==> src/rtl/cpu_ctrl_fsm.sv <==
// cpu_ctrl_fsm: multi-cycle fetch / decode / execute / memory / writeback sequencer
// for the single-issue ARM-subset CPU. Define CPU_CTRL_RETIRE_CNT_EN to add the
// retired_cnt output (instruction-boundary counter).
module cpu_ctrl_fsm #(
    parameter int unsigned MEM_TIMEOUT = 15
) (
    input  logic        clk,
    input  logic        reset_n,
    input  logic        run,
    output logic        imem_req,
    input  logic        imem_ack,
    output logic        ir_load,
    output logic        dec_enable,
    input  logic [10:0] alu_ctl,
    input  logic        execute_flag,
    input  logic        cpsr_enable,
    output logic        alu_en,
    output logic        cpsr_we,
    output logic        rf_we,
    output logic [1:0]  wb_sel,
    output logic        dmem_req,
    output logic        dmem_we,
    input  logic        dmem_ack,
    output logic        pc_inc,
    output logic        pc_branch,
    output logic [2:0]  state,
    output logic        fault,
`ifdef CPU_CTRL_RETIRE_CNT_EN
    output logic [31:0] retired_cnt,
`endif
    output logic [1:0]  fault_code
);

    localparam int unsigned ALU_W = 11;
    localparam int unsigned CNT_W = 8;
    localparam int unsigned RET_W = 32;

    localparam logic [ALU_W-1:0] OP_DP_MAX = ALU_W'(13);
    localparam logic [ALU_W-1:0] OP_B      = ALU_W'(31);
    localparam logic [ALU_W-1:0] OP_BL     = ALU_W'(32);
    localparam logic [ALU_W-1:0] OP_LDR    = ALU_W'(41);
    localparam logic [ALU_W-1:0] OP_STR    = ALU_W'(42);

    localparam logic [1:0] FC_FETCH   = 2'd1;
    localparam logic [1:0] FC_DATA    = 2'd2;
    localparam logic [1:0] FC_ILLEGAL = 2'd3;

    localparam logic [1:0] WB_ALU  = 2'd0;
    localparam logic [1:0] WB_MEM  = 2'd1;
    localparam logic [1:0] WB_LINK = 2'd2;

    typedef enum logic [2:0] {
        S_IDLE      = 3'd0,
        S_FETCH     = 3'd1,
        S_DECODE    = 3'd2,
        S_EXECUTE   = 3'd3,
        S_MEMORY    = 3'd4,
        S_WRITEBACK = 3'd5,
        S_FAULT     = 3'd6
    } state_t;

    // Instruction class plus the decoder condition/S-bit captured in DECODE
    typedef struct packed {
        logic dp;
        logic cmp;
        logic b;
        logic bl;
        logic ldr;
        logic str;
        logic cond;
        logic sbit;
    } cls_t;

    state_t             r_state;
    state_t             w_state_nxt;
    cls_t               r_cls;
    cls_t               w_cls_nxt;
    cls_t               w_dec_cls;
    logic               w_legal;
    logic [CNT_W-1:0]   r_cnt;
    logic [CNT_W-1:0]   w_cnt_nxt;
    logic               w_boundary;
    logic               w_str_done;

    logic               r_imem_req,   w_imem_req;
    logic               r_dec_enable, w_dec_enable;
    logic               r_alu_en,     w_alu_en;
    logic               r_cpsr_we,    w_cpsr_we;
    logic               r_rf_we,      w_rf_we;
    logic [1:0]         r_wb_sel,     w_wb_sel;
    logic               r_dmem_req,   w_dmem_req;
    logic               r_dmem_we,    w_dmem_we;
    logic               r_pc_inc,     w_pc_inc;
    logic               r_pc_branch,  w_pc_branch;
    logic               r_fault,      w_fault;
    logic [1:0]         r_fault_code, w_fault_code;

    // Classify the decoder ALUCtl_code
    always_comb begin
        w_dec_cls      = '0;
        w_dec_cls.dp   = (alu_ctl <= OP_DP_MAX);
        w_dec_cls.cmp  = (alu_ctl == ALU_W'(8))  || (alu_ctl == ALU_W'(9)) ||
                         (alu_ctl == ALU_W'(10)) || (alu_ctl == ALU_W'(13));
        w_dec_cls.b    = (alu_ctl == OP_B);
        w_dec_cls.bl   = (alu_ctl == OP_BL);
        w_dec_cls.ldr  = (alu_ctl == OP_LDR);
        w_dec_cls.str  = (alu_ctl == OP_STR);
        w_dec_cls.cond = execute_flag;
        w_dec_cls.sbit = cpsr_enable;
    end

    assign w_legal = w_dec_cls.dp | w_dec_cls.b | w_dec_cls.bl | w_dec_cls.ldr | w_dec_cls.str;

    // Next-state, wait counter, class latch and fault code
    always_comb begin
        w_state_nxt  = r_state;
        w_cls_nxt    = r_cls;
        w_cnt_nxt    = r_cnt;
        w_fault_code = r_fault_code;
        w_boundary   = 1'b0;
        case (r_state)
            S_IDLE: begin
                if (run) begin
                    w_state_nxt = S_FETCH;
                    w_cnt_nxt   = '0;
                end
            end
            S_FETCH: begin
                if (imem_ack) begin
                    w_state_nxt = S_DECODE;
                end else if (r_cnt == CNT_W'(MEM_TIMEOUT)) begin
                    w_state_nxt  = S_FAULT;
                    w_fault_code = FC_FETCH;
                end else begin
                    w_cnt_nxt = r_cnt + CNT_W'(1);
                end
            end
            S_DECODE: begin
                if (w_legal) begin
                    w_cls_nxt   = w_dec_cls;
                    w_state_nxt = S_EXECUTE;
                end else begin
                    w_state_nxt  = S_FAULT;
                    w_fault_code = FC_ILLEGAL;
                end
            end
            S_EXECUTE: begin
                if (!r_cls.cond) begin
                    w_boundary = 1'b1;
                end else if (r_cls.dp) begin
                    if (r_cls.cmp) w_boundary  = 1'b1;
                    else           w_state_nxt = S_WRITEBACK;
                end else if (r_cls.bl) begin
                    w_state_nxt = S_WRITEBACK;
                end else if (r_cls.ldr || r_cls.str) begin
                    w_state_nxt = S_MEMORY;
                    w_cnt_nxt   = '0;
                end else begin
                    w_boundary = 1'b1;
                end
            end
            S_MEMORY: begin
                if (dmem_ack) begin
                    if (r_cls.ldr) w_state_nxt = S_WRITEBACK;
                    else           w_boundary  = 1'b1;
                end else if (r_cnt == CNT_W'(MEM_TIMEOUT)) begin
                    w_state_nxt  = S_FAULT;
                    w_fault_code = FC_DATA;
                end else begin
                    w_cnt_nxt = r_cnt + CNT_W'(1);
                end
            end
            S_WRITEBACK: begin
                w_boundary = 1'b1;
            end
            S_FAULT: begin
                w_state_nxt = S_FAULT;
            end
            default: begin
                w_state_nxt = S_IDLE;
            end
        endcase
        if (w_boundary) begin
            w_state_nxt = run ? S_FETCH : S_IDLE;
            w_cnt_nxt   = '0;
        end
    end

    // Moore output decode for the upcoming state, registered below
    always_comb begin
        w_imem_req   = 1'b0;
        w_dec_enable = 1'b0;
        w_alu_en     = 1'b0;
        w_cpsr_we    = 1'b0;
        w_rf_we      = 1'b0;
        w_wb_sel     = WB_ALU;
        w_dmem_req   = 1'b0;
        w_dmem_we    = 1'b0;
        w_pc_inc     = 1'b0;
        w_pc_branch  = 1'b0;
        w_fault      = 1'b0;
        case (w_state_nxt)
            S_FETCH: begin
                w_imem_req = 1'b1;
            end
            S_DECODE: begin
                w_dec_enable = 1'b1;
            end
            S_EXECUTE: begin
                w_dec_enable = 1'b1;
                if (!w_cls_nxt.cond) begin
                    w_pc_inc = 1'b1;
                end else if (w_cls_nxt.dp) begin
                    w_alu_en  = 1'b1;
                    w_cpsr_we = w_cls_nxt.sbit | w_cls_nxt.cmp;
                    w_pc_inc  = w_cls_nxt.cmp;
                end else if (w_cls_nxt.b || w_cls_nxt.bl) begin
                    w_pc_branch = 1'b1;
                end else begin
                    w_alu_en = 1'b1;
                end
            end
            S_MEMORY: begin
                w_dmem_req = 1'b1;
                w_dmem_we  = w_cls_nxt.str;
            end
            S_WRITEBACK: begin
                w_rf_we  = 1'b1;
                w_wb_sel = w_cls_nxt.ldr ? WB_MEM : (w_cls_nxt.bl ? WB_LINK : WB_ALU);
                w_pc_inc = !w_cls_nxt.bl;
            end
            S_FAULT: begin
                w_fault = 1'b1;
            end
            default: begin
            end
        endcase
    end

    // State, class, counter and output registers
    always_ff @(posedge clk or negedge reset_n) begin
        if (!reset_n) begin
            r_state      <= S_IDLE;
            r_cls        <= '0;
            r_cnt        <= '0;
            r_imem_req   <= 1'b0;
            r_dec_enable <= 1'b0;
            r_alu_en     <= 1'b0;
            r_cpsr_we    <= 1'b0;
            r_rf_we      <= 1'b0;
            r_wb_sel     <= WB_ALU;
            r_dmem_req   <= 1'b0;
            r_dmem_we    <= 1'b0;
            r_pc_inc     <= 1'b0;
            r_pc_branch  <= 1'b0;
            r_fault      <= 1'b0;
            r_fault_code <= 2'd0;
        end else begin
            r_state      <= w_state_nxt;
            r_cls        <= w_cls_nxt;
            r_cnt        <= w_cnt_nxt;
            r_imem_req   <= w_imem_req;
            r_dec_enable <= w_dec_enable;
            r_alu_en     <= w_alu_en;
            r_cpsr_we    <= w_cpsr_we;
            r_rf_we      <= w_rf_we;
            r_wb_sel     <= w_wb_sel;
            r_dmem_req   <= w_dmem_req;
            r_dmem_we    <= w_dmem_we;
            r_pc_inc     <= w_pc_inc;
            r_pc_branch  <= w_pc_branch;
            r_fault      <= w_fault;
            r_fault_code <= w_fault_code;
        end
    end

    // A store retires in the cycle its data ack arrives, so its PC step follows the ack
    assign w_str_done = (r_state == S_MEMORY) && r_cls.str && dmem_ack;

    assign imem_req   = r_imem_req;
    assign ir_load    = r_imem_req & imem_ack;
    assign dec_enable = r_dec_enable;
    assign alu_en     = r_alu_en;
    assign cpsr_we    = r_cpsr_we;
    assign rf_we      = r_rf_we;
    assign wb_sel     = r_wb_sel;
    assign dmem_req   = r_dmem_req;
    assign dmem_we    = r_dmem_we;
    assign pc_inc     = r_pc_inc | w_str_done;
    assign pc_branch  = r_pc_branch;
    assign state      = r_state;
    assign fault      = r_fault;
    assign fault_code = r_fault_code;

`ifdef CPU_CTRL_RETIRE_CNT_EN
    logic [RET_W-1:0] r_retired_cnt;

    // Count instruction boundaries; never advances once faulted
    always_ff @(posedge clk or negedge reset_n) begin
        if (!reset_n) begin
            r_retired_cnt <= '0;
        end else if (w_boundary) begin
            r_retired_cnt <= r_retired_cnt + RET_W'(1);
        end
    end

    assign retired_cnt = r_retired_cnt;
`endif

endmodule

==> config.mk <==
export PLATFORM = sky130hd
export DESIGN_NAME = cpu_ctrl_fsm
export DESIGN_NICKNAME = d
export VERILOG_FILES = /design/src/rtl/cpu_ctrl_fsm.sv
export SDC_FILE = /design/constraint.sdc
export NUM_CORES = 1
export LEC_CHECK = 0
export CAP_MARGIN = 20
export CORE_MARGIN = 3
export CORE_UTILIZATION = 45
export CTS_CLUSTER_DIAMETER = 100
export DETAILED_ROUTE_END_ITERATION = 12
export PLACE_DENSITY_LB_ADDON = 0.08
export SLEW_MARGIN = 20
export SYNTH_ARGS = -nofsm -noshare
export SYNTH_HDL_FRONTEND = slang
export SYNTH_SLANG_ARGS = --single-unit
==> constraint.sdc <==
create_clock -name clk -period 4.7 [get_ports clk]
set_clock_uncertainty 0.1 [all_clocks]
set_input_delay 0.94 -clock clk [delete_from_list [all_inputs] [get_ports clk]]
set_output_delay 0.94 -clock clk [all_outputs]
set_load 0.02 [all_outputs]
== Word-level counts from Yosys, hierarchy flattened ==
Index checks and enable logic that the tools add are counted.
Widths: inputs -> output; s select.

* Register bits: 33
* Input bits: 18
* Output and inout bits: 18
* Logic and storage cells: 141

* Add/sub/neg operators: 1
* Magnitude comparators: 1
* Equality and inequality tests: 33
* Multiplexer cells: 63
* Bitwise gates (word level): 7
* Reductions and logical operators: 14

{| class="wikitable"
|+ Operator list
! cell !! count
|-
| $mux 8 || 11
|-
| $eq 11x4->1 const B || 4
|-
| $mux 3 || 12
|-
| $eq 11x6->1 const B || 3
|-
| $pmux 8 s4 || 1
|-
| $mux 1 || 27
|-
| $ne 3x3->1 const B || 7
|-
| $pmux 3 s7 || 1
|-
| $eq 3x3->1 const B || 6
|-
| $mux 2 || 8
|-
| $eq 3x2->1 const B || 4
|-
| $eq 11x5->1 const B || 1
|-
| $le 11x4->1 const B || 1
|-
| $ne 2x2->1 const B || 5
|-
| $add 8x1->8 const B || 1
|-
| $eq 8x4->1 const B || 1
|-
| $reduce_and 8->1 || 1
|-
| $eq 3x1->1 const B || 2
|-
| $or 1x1->1 || 6
|-
| $pmux 2 s3 || 1
|-
| $reduce_and 6->1 || 1
|-
| $logic_or 1x1->1 || 5
|-
| $reduce_bool 5->1 || 1
|-
| $logic_not 3->1 || 1
|-
| 7 further kinds || 8
|}

== Longest topological paths before layout ==
* Word-level depth: 12
* Mapped depth: 8
* Gate-level depth less buffers: 6

== Least setup slack after synthesis ==
OpenSTA, ideal clock, no wires.

* Path type: input to register
* Start: input alu_ctl[1]
* End: register r_wb_sel[0], in the netlist wb_sel[0]
* Setup time: 0.121 ns
* Arrival: 2.226 ns
* Data required time: 4.479 ns
* Setup slack: 2.253 ns
* Cell stages on the path: 7
* Buffers on the path: 1
* Cell sequence: nor2b_1 o31a_1 o31ai_2 nand3_1 buf_2 a32o_1 nor2b_1

{| class="wikitable"
|+ RTL lines
! element !! RTL line !! text
|-
| from (decl) || 14 || <nowiki>input logic [10:0] alu_ctl,</nowiki>
|-
| to (signal assigned) || 267 || <nowiki>r_wb_sel <= w_wb_sel;</nowiki>
|-
| to (decl) || 90 || <nowiki>logic [1:0] r_wb_sel, w_wb_sel;</nowiki>
|}

== Worst setup path after layout ==
* Start: input dmem_ack
* End: output pc_inc

* Longest elaborated chain between the ends: 2

{| class="wikitable"
|+ RTL lines
! element !! RTL line !! text
|-
| from (decl) || 23 || <nowiki>input logic dmem_ack,</nowiki>
|-
| $logic_and 1x1->1 || 278 || <nowiki>assign w_str_done = (r_state == S_MEMORY) && r_cls.str && dmem_ack;</nowiki>
|-
| $or 1x1->1 || 289 || <nowiki>assign pc_inc = r_pc_inc | w_str_done;</nowiki>
|-
| to (decl) || 24 || <nowiki>output logic pc_inc,</nowiki>
|}

No other way between the ends.

==> metrics.txt <==
# TYPE chip_impl_metric gauge
chip_impl_info{name="run_status",value="finished clean"} 1
chip_impl_metric{name="min_path_cells",unit=""} 2
chip_impl_metric{name="antenna-diode-count",unit=""} 0
chip_impl_info{name="worst_setup_path_end_kind",value="primary output"} 1
chip_impl_metric{name="critical_path_required",unit="ns"} 3.66
chip_impl_metric{name="final-max-slew-violation-count",unit=""} 0
chip_impl_metric{name="yosys_register_bits",unit=""} 31
chip_impl_metric{name="max_freq",unit="GHz"} 0.299
chip_impl_info{name="r2r-start",value="state[1]"} 1
chip_impl_metric{name="num_vias",unit=""} 1600
chip_impl_info{name="synth.top_cells.by_area",value="dfrtp_1, o21ai_0, nand2_1, nor2_1, nor2b_1"} 1
chip_impl_info{name="clk_root_buffer_cell",value="clkbuf_8"} 1
chip_impl_metric{name="cts_hold_buffers",unit=""} 0
chip_impl_metric{name="dr.first_iter.drc_count",unit=""} 104
chip_impl_metric{name="sequentialPowerShare",unit="%"} 36.0
chip_impl_metric{name="postLayoutCoreUtil",unit="%"} 60.8
chip_impl_metric{name="pwr_density_cell",unit="nW/um^2"} 439
chip_impl_metric{name="floorplan.rows",unit=""} 22
chip_impl_metric{name="synth_async_sr_flop_share",unit="%"} 100
chip_impl_metric{name="finalSetupTns",unit="ns"} 0
chip_impl_metric{name="floorplan.die.width",unit="um"} 69.1
chip_impl_metric{name="syn_nets",unit=""} 212
chip_impl_info{name="synthTopCellsByCount",value="dfrtp_1, nand2_1, nor2_1"} 1
chip_impl_metric{name="sequential_cell_area",unit="sq um"} 776
chip_impl_metric{name="grt_pass1_wl",unit="um"} 7380
chip_impl_metric{name="finalSetupViolCount",unit=""} 0
chip_impl_metric{name="grt.met1_usage",unit="%"} 24.5
chip_impl_metric{name="ys_warn_count",unit=""} 0
chip_impl_info{name="type_of_origin_of_the_critical_path",value="input port"} 1
chip_impl_info{name="cts_tree",value="built"} 1
chip_impl_metric{name="reg2reg_depth",unit=""} 5
chip_impl_metric{name="cts-buffers-inserted",unit=""} 5
chip_impl_metric{name="slew-limit-headroom",unit="%"} 57.7
chip_impl_metric{name="layout_setup_ws",unit="ns"} 1.35
chip_impl_metric{name="vias_in_the_first_global_route",unit=""} 1584
chip_impl_metric{name="relative_contribution_of_combinational_cells_to_total_power",unit="%"} 43.6
chip_impl_metric{name="ys_seq_area_share",unit="%"} 43.3
chip_impl_metric{name="worst_setup_hold_path_clk_slew",unit="ns"} 0.06
chip_impl_metric{name="groute.usage.overall",unit="%"} 19.2
chip_impl_metric{name="cts_htree_levels",unit=""} 2
chip_impl_metric{name="syn_area_per_cell",unit="sq um"} 9.29
chip_impl_metric{name="placement.io_buffers",unit=""} 35
chip_impl_info{name="worst_min_path_class",value="flip-flop to flip-flop"} 1
chip_impl_info{name="worstReg2RegEnd",value="wb_sel[1]"} 1
chip_impl_metric{name="hold_viol",unit=""} 0
chip_impl_metric{name="area_delta_synth_final",unit="%"} 26.9
chip_impl_metric{name="tightestPinTransition",unit="ns"} 0.629
chip_impl_metric{name="yosysUniqueCellTypes",unit=""} 52
chip_impl_metric{name="critical_path_at",unit="ns"} 2.31
chip_impl_metric{name="clock_sinks",unit=""} 31
chip_impl_metric{name="gr-usage-met3",unit="%"} 5.25
chip_impl_metric{name="worst_skew_pair.late_latency",unit="ns"} 0.28
chip_impl_info{name="beginning_of_the_worst_hold_path",value="r_cls[6]"} 1
chip_impl_metric{name="layout-drive-gt1-share",unit="%"} 10.3
chip_impl_metric{name="global_placer_s_final_weighted_congestion",unit=""} 0.919
chip_impl_metric{name="dpl_worst_slack",unit="ns"} 1.29
chip_impl_metric{name="drt_pass1_iterations",unit=""} 4
chip_impl_metric{name="routed_via_density",unit=""} 5.71
chip_impl_metric{name="grtUsageMet2",unit="%"} 31.0
chip_impl_metric{name="initial_core_util",unit="%"} 47.9
chip_impl_metric{name="antenna_found_initial",unit=""} 0
chip_impl_info{name="timing.hold.worst_endpoint",value="r_cls[6]"} 1
chip_impl_metric{name="placedCellCount",unit=""} 271
chip_impl_metric{name="drc",unit=""} 0
chip_impl_info{name="yosys.area.top_type",value="dfrtp_1"} 1
chip_impl_metric{name="cellLeakagePower",unit="uW"} 0.000977
chip_impl_metric{name="power_frac_clock",unit="%"} 20.4
chip_impl_metric{name="clock_tree.buffer_depth",unit=""} 2
chip_impl_metric{name="power.ir.vdd_worst",unit="uV"} 228
chip_impl_metric{name="coreArea",unit="sq um"} 3740
chip_impl_metric{name="cellInternalPower",unit="uW"} 595
chip_impl_info{name="setup.worst_path.start",value="dmem_ack"} 1
chip_impl_metric{name="sum_of_routed_wire_length_over_all_layers",unit="um"} 4350
chip_impl_metric{name="grt_start_max_net_pins",unit=""} 32
chip_impl_metric{name="syn_area",unit="sq um"} 1790
chip_impl_metric{name="yosys.area.top_type_share",unit="%"} 43.3
chip_impl_info{name="synth_ff_type",value="dfrtp_1"} 1
chip_impl_metric{name="cts_post_setup_buffers_inserted",unit=""} 0
chip_impl_metric{name="power.switching_fraction",unit="%"} 40.4
chip_impl_metric{name="minimum_period_implied_by_the_final_worst_setup_slack",unit="ns"} 3.35
chip_impl_metric{name="multi_input_comb_area",unit="sq um"} 958
chip_impl_metric{name="drt.antenna.violating_nets",unit=""} 0
chip_impl_metric{name="final_nets",unit=""} 250
chip_impl_metric{name="r2r_slack",unit="ns"} 2.05
chip_impl_metric{name="drt-wirelength-per-cell",unit="um"} 15.5
chip_impl_metric{name="timing.critical_path.fanout_max",unit=""} 5
chip_impl_info{name="path_class",value="input port to primary output"} 1
chip_impl_info{name="top_usage_layer",value="met2"} 1
chip_impl_info{name="synth.most_common_cell",value="dfrtp_1"} 1
chip_impl_metric{name="floorplan.die.height",unit="um"} 69.1
chip_impl_metric{name="period_share",unit="%"} 71.2
chip_impl_metric{name="cts-resized-gates",unit=""} 0
chip_impl_metric{name="p_switching",unit="uW"} 403
chip_impl_metric{name="fill_cell_count",unit=""} 345
chip_impl_metric{name="drv_cap",unit=""} 0
chip_impl_metric{name="stdcell_count",unit=""} 280
chip_impl_metric{name="fp.dieArea",unit="sq um"} 4780
chip_impl_metric{name="half_perimeter_wire_length_after_detailed_placement",unit="um"} 3240
chip_impl_info{name="unrepaired_setup_endpoints_after_global_routing",value="false"} 1
chip_impl_metric{name="boundaryPins",unit=""} 36
chip_impl_metric{name="number_of_synthesized_flops_with_an_enable_pin",unit=""} 0
chip_impl_metric{name="grt_remaining_overflow",unit=""} 0
chip_impl_metric{name="synthesis.instances",unit=""} 193
==> kinds of logic after synthesis <==
kind of cell / count (synthesis) / share of synthesized area, %
muxes: 3 / 1.81
buffers and inverters: 14 / 3.28
DFF: 31 / 43.3
AOI/OAI and AO/OA: 52 / 20.9
xor gates and xnor gates: 6 / 2.93
adders and majority gates: 1 / 0.698
and+or+nand+nor: 86 / 27.1
==> critical path, cell delays in order <==
cell and delay [ns]:
clkdlybuf4s50_1 0.55, a41o_1 0.20, clkdlybuf4s50_1 0.61
==> flip-flops by register name, summed over array words and instances (netlist names) <==
| signal | count |
|---|---|
| alu_en | 1 |
| cpsr_we | 1 |
| dec_enable | 1 |
| dmem_req | 1 |
| dmem_we | 1 |
| fault | 1 |
| fault_code | 2 |
| imem_req | 1 |
| pc_branch | 1 |
| r_cls | 6 |
| r_cnt | 8 |
| r_pc_inc | 1 |
| rf_we | 1 |
| state | 3 |
| wb_sel | 2 |
==> worst max-delay path by stage <==
stage                 to  slack, ns  cells past startpoint
2_1_floorplan  wb_sel[0]       2.25                      7
5_1_grt           pc_inc       1.31                      3
4_1_cts           pc_inc       1.35                      3
6_report          pc_inc       1.35                      3
3_5_place_dp    r_cnt[0]       1.29                      7
3_3_place_gp   wb_sel[1]       1.32                      7
==> cell usage in the layout (no fill, tap or decap), types with 2 or more instances in the layout <==
cell,count
clkdlybuf4s50_1,35
dfrtp_1,31
nand2_1,19
nor2_1,18
o21ai_0,16
inv_1,8
nor2b_1,8
nand2b_1,6
a21oi_1,6
nor3_1,6
and2_1,5
xor2_1,5
clkbuf_8,5
a21o_1,4
a31oi_1,4
o2111ai_1,4
nand3_1,3
nor3_2,2
nor3b_1,2
nand4b_1,2
nand4_1,2
a22o_1,2
nand3b_1,2
mux2_2,2
o211ai_1,2
and3_1,2
clkinvlp_4,2
==> per-layer routing <==
layer | vias up | share of wire (%)
li1 | 780 | -
met1 | 757 | 45
met2 | 55 | 47
met3 | 8 | 5.6
met4 | 0 | 2.0
met5 | - | 0
==> power by group through the flow <==
| stage | logic [uW] | clock network [uW] | registers (uW) |
|---|---|---|---|
| final | 435 | 204 | 359 |
| after detailed placement | 423 | 0 | 364 |
| after CTS | 425 | 210 | 359 |
| after floorplan | 274 | 0 | 366 |
| after global placement | 419 | 0 | 362 |
| after global routing | 473 | 228 | 366 |
==> stage by stage <==
| stage | area (sq um) | hold WS [ns] | total power [uW] |
|---|---|---|---|
| 3_5_place_dp | 2180 | 0.379 | 788 |
| 6_report | 2280 | 0.392 | 998 |
| 2_1_floorplan | 1790 | 0.350 | 640 |
| 3_3_place_gp | 2180 | 0.372 | 781 |
| 4_1_cts | 2270 | 0.394 | 994 |
| 5_1_grt | 2280 | 0.415 | 1070 |
==> layout make-up <==
class	instances	share of cell area, %
inverter	8	1.32
timing repair buffer	37	15.9
clock buffer	5	3.02
multi-input combinational	148	42.1
sequential	31	34.1
clock inverter	3	0.880
tap	48	2.64
Power figures use the tool's default switching activity.
